## config.mk

```make
export PLATFORM = sky130hd
export DESIGN_NAME = pc_fetch
export DESIGN_NICKNAME = d
export VERILOG_FILES = /design/src/rtl/pc_fetch.sv
export SDC_FILE = /design/constraint.sdc
export NUM_CORES = 1
export LEC_CHECK = 0
export ABC_AREA = 1
export ABC_CLOCK_PERIOD_IN_PS = 1400
export CORE_AREA = 3 3 178 110
export CTS_CLUSTER_SIZE = 8
export DETAILED_ROUTE_END_ITERATION = 6
export DIE_AREA = 0 0 181 113
export GPL_TIMING_DRIVEN = 0
export PLACE_DENSITY = 0.57
export SYNTH_ARGS = -nofsm -noshare
export SYNTH_HDL_FRONTEND = slang
export SYNTH_SLANG_ARGS = --single-unit
```

## constraint.sdc

```tcl
create_clock -name clk -period 1.4 [get_ports clk]
set_input_delay 0.28 -clock clk [delete_from_list [all_inputs] [get_ports clk]]
set_output_delay 0.28 -clock clk [all_outputs]
set_load 0.02 [all_outputs]
```

## src/rtl/pc_fetch.sv

```systemverilog
// Program counter with an embedded synchronous instruction memory.
// Fetches one word per transaction and presents it over a valid/ready handshake.
module pc_fetch #(
    parameter int AW = 4,
    parameter int DW = 8
) (
    input  logic          clk,
    input  logic          rst_n,
    input  logic          en,
    input  logic          jmp,
    input  logic [AW-1:0] jmp_addr,
    input  logic          wr_en,
    input  logic [AW-1:0] wr_addr,
    input  logic [DW-1:0] wr_data,
    output logic [DW-1:0] instr,
    output logic          instr_valid,
    input  logic          instr_ready,
    output logic [AW-1:0] pc
);

    typedef enum logic [1:0] {
        IDLE  = 2'd0,
        FETCH = 2'd1,
        VALID = 2'd2
    } state_t;

    state_t        state_q;
    state_t        state_d;
    logic          accept;
    logic [DW-1:0] mem [2**AW];

    // A handshake only counts when no jump is overriding it on the same edge.
    assign accept      = (state_q == VALID) && instr_ready && !jmp;
    assign instr_valid = (state_q == VALID);

    always_comb begin
        // NOTE: default first so every path assigns state_d and no latch is inferred.
        state_d = state_q;
        unique case (state_q)
            IDLE:    if (en) state_d = FETCH;
            FETCH:   state_d = VALID;
            VALID:   if (instr_ready) state_d = en ? FETCH : IDLE;
            default: state_d = IDLE;
        endcase
        if (jmp) begin
            state_d = en ? FETCH : IDLE;
        end
    end

    always_ff @(posedge clk or negedge rst_n) begin
        if (!rst_n) begin
            state_q <= IDLE;
        end else begin
            // NOTE: non-blocking so every register samples pre-edge values.
            state_q <= state_d;
        end
    end

    always_ff @(posedge clk or negedge rst_n) begin
        if (!rst_n) begin
            pc    <= '0;
            instr <= '0;
        end else begin
            if (jmp) begin
                pc <= jmp_addr;
            end else if (accept) begin
                pc <= pc + AW'(1);
            end
            if (state_q == FETCH && !jmp) begin
                instr <= mem[pc];
            end
        end
    end

    // NOTE: the memory array has no reset; contents survive rst_n and map onto plain RAM.
    always_ff @(posedge clk) begin
        if (wr_en) begin
            mem[wr_addr] <= wr_data;
        end
    end

endmodule

```

==> impl_metrics.json, run 1 <==
{
  "status": "finished with violations",
  "violations": "setup timing",
  "path_buf_inv": 2,
  "grt_util_all_layers_pct": 17.2,
  "cts_tree": "built",
  "syn-num-nets": 661,
  "drcViolationCount": 0,
  "cpMostUsedCell": "nand2_1",
  "core_area_sq_mm": 0.0180,
  "dieArea_sq_mm": 0.0205,
  "criticalPathCategory": "register to register",
  "cp-start-kind": "register",
  "cts_hold_buf": 0,
  "leakage_nw": 3.62,
  "slew_viol_final": 0,
  "io-pin-count": 35,
  "overflow": 0,
  "fill_cells": 1606,
  "wl_per_cell_um": 18.2,
  "ys_types": 22,
  "antenna-diode-count": 0,
  "multiInputGateArea_sq_mm": 0.00191,
  "drt.antenna.violating_nets": 0,
  "hold_slack_ns": 0.247,
  "crit_fanout": 5,
  "crit_path_cell_trace": "buf_4, buf_6, or2_2, nand3_1, nand2_1, nand2_1, nand3_2, nand3_2, nand2_1",
  "yosys_warnings": 0,
  "die_x_um": 181,
  "hold_path.class": "input pin to asynchronous set/reset pin",
  "crit_arrival_ns": 1.86,
  "routed_wirelength_um": 17600,
  "critPathTopFamily": "simple AND/OR/NAND/NOR gates",
  "seq_area_frac_synth_pct": 66.6,
  "fmax_mhz": 642,
  "relSlewSlack_pct": 40.3,
  "utilization_pct": 46.7,
  "setup_slack_ns": -0.158,
  "synth_area_sq_mm": 0.00630,
  "place.gp.congestion": 0.919,
  "yosys_register_bits": 142,
  "area_growth_pct": 33.5,
  "crit_required_ns": 1.70,
  "ir_drop_uv": 765,
  "path_clk_slew_ns": 0.06,
  "cts-root-buf": "clkbuf_16",
  "end_kind": "register",
  "grt_pass1_wl_um": 26100,
  "power.density_mw_per_mm2": 1400,
  "hpwlAfterDp_um": 11300,
  "register_area_sq_mm": 0.00420,
  "layout-drive-gt1-share_pct": 24.9,
  "nets": 737,
  "initial_core_util_pct": 35.0,
  "numCtsBuffers": 17,
  "post-route-min-period_ns": 1.56,
  "crit_slowest_cell": "dfrtp_2",
  "grt_pass1_vias": 4384,
  "synthesis.instances": 638,
  "vias_per_cell": 4.83,
  "die_h_um": 113,
  "clk_latency_ns": 0.41,
  "first_iter_violations": 454,
  "finalSetupViolations": 14,
  "antenna_found_initial": 0,
  "cts_htree_levels": 4,
  "vias": 4671,
  "drtPass1Iterations": 6,
  "num_rows": 38,
  "maxCapViolations": 0,
  "fin_crit_sh_pct": 111,
  "pre_cts_ws_ns": -0.702,
  "cts.sinks": 142,
  "rsz0062_at_grt": "true",
  "fin_worst_skew_ns": 0.00743,
  "cts_buffer_depth": 2,
  "syn_avg_cell_area_sq_um": 9.88,
  "hold_viol_final": 0,
  "worst_pin_slew_ns": 0.892,
  "portBuffers": 34,
  "crit_path_max_incr_delay_ns": 0.46,
  "grt_max_degree": 17
}
[synth_stat cells, drive strengths merged]
master / number / area, sq um
buf: 25 / 171
or2: 8 / 50.1
ha: 1 / 12.5
edfxtp: 128 / 3840
a22oi: 1 / 7.51
nand3: 86 / 430
o21ai: 1 / 5.00
a21oi: 1 / 5.00
dfrtp: 14 / 350
a31oi: 1 / 6.26
inv: 115 / 432
clkinv: 1 / 3.75
o211ai: 2 / 15.0
nor2: 22 / 85.1
xor2: 2 / 17.5
nand2: 229 / 860
and3: 1 / 6.26
[worst register-to-register path: cells and delay by family, from the launching register on]
kind / cells / cell delay (ns)
buffers and inverters: 2 / 0.28
flip-flops: 1 / 0.46
AND/OR/NAND/NOR: 7 / 0.69
[kinds of logic (layout without fill, tap and decap cells)]
group | Yosys count | in the layout | synth area share (%)
AO/OA/AOI/OAI | 6 | 6 | 0.615
buffers and inverters | 141 | 230 | 9.63
AND/OR/NAND/NOR | 346 | 346 | 22.7
flip-flops | 142 | 142 | 66.6
adder cells (fa/ha/maj) | 1 | 1 | 0.199
XOR/XNOR | 2 | 2 | 0.278
[state kept, by name (all words and copies together), names as in the netlist]
| register | count |
|---|---|
| instr | 8 |
| pc | 4 |
| state_q | 2 |
| mem | 128 |
[through the flow]
stage | power (mW) | setup TNS, ns | instances | cell area (sq um)
final | 11.8 | -1.11 | 967 | 8410
after global routing | 12.2 | -3.01 | 967 | 8410
after CTS | 11.7 | -11.72 | 961 | 8210
after detailed placement | 6.62 | -105.73 | 912 | 6940
after global placement | 6.60 | -96.95 | 912 | 6940
after floorplan | 5.90 | 0 | 638 | 6300
[cells in the final DEF, fill, tap and decap left out, drive strengths merged]
master         Yosys  layout
clkinvlp           0       2
o211ai             2       2
or2                8       8
clkbuf             0      25
clkdlybuf4s50      0      21
ha                 1       1
bufinv             0       4
xor2               2       2
nor2              22      22
and3               1       1
a21oi              1       1
edfxtp           128     128
nand3             86      86
inv              115     117
nand2            229     229
clkinv             1       7
buf               25      50
dfrtp             14      14
a31oi              1       1
clkdlybuf4s15      0       4
a22oi              1       1
o21ai              1       1
[report_power, final]
part	switching [mW]	total, mW	internal, mW	leakage (nW)
Sequential	0.0890	4.88	4.80	1.33
Clock	1.81	4.80	2.99	0.298
Combinational	1.32	2.10	0.789	1.99
Total	3.22	11.8	8.57	3.62
[metal layers]
metal | vias up | track usage, % | routed length [um]
met4 | 0 | 4.01 | 155
met3 | 17 | 4.11 | 1400
met5 | - | 0 | 0
met2 | 199 | 23.6 | 7300
li1 | 2179 | - | -
met1 | 2276 | 27.4 | 8720
[final cells by class]
type / count / area share (%)
Multi-Input combinational cell: 355 / 22.7
Clock buffer: 18 / 5.10
Tap cell: 240 / 3.57
Clock inverter: 14 / 2.29
Sequential cell: 142 / 49.9
Timing Repair Buffer: 57 / 7.89
Inverter: 116 / 5.27
Buffer: 25 / 3.26
[worst paths after layout]
check / to / startpoint / slack (ns) / cells past startpoint
max: instr[6] / pc[0] / -0.16 / 9
min: pc[1] / rst_n / 0.25 / 1
max reg2reg: instr[6] / pc[0] / -0.16 / 9
min reg2reg: instr[3] / instr[3] / 0.48 / 2
max in group asynchronous: pc[0] / rst_n / 0.72 / 1
min in group clk: pc[2] / jmp_addr[2] / 0.45 / 3
[timing repair]
item	4_1_cts	5_1_grt
buffers inserted	11	8
pin swaps	35	24
endpoints found under the setup margin	150	131
gates cloned	6	0
gates resized for setup	147	47
No activity file was read; power rests on OpenSTA's default activity.
==> inputs of run 2 (changes only) <==
--- a/config.mk
+++ b/config.mk
@@ -8,7 +8,6 @@
 export ABC_AREA = 1
 export ABC_CLOCK_PERIOD_IN_PS = 1400
 export CORE_AREA = 3 3 178 110
-export CTS_CLUSTER_SIZE = 8
 export DETAILED_ROUTE_END_ITERATION = 6
 export DIE_AREA = 0 0 181 113
 export GPL_TIMING_DRIVEN = 0
==> results of run 2 <==
The final DEF is identical to that of run 1; final timing and power are the same.
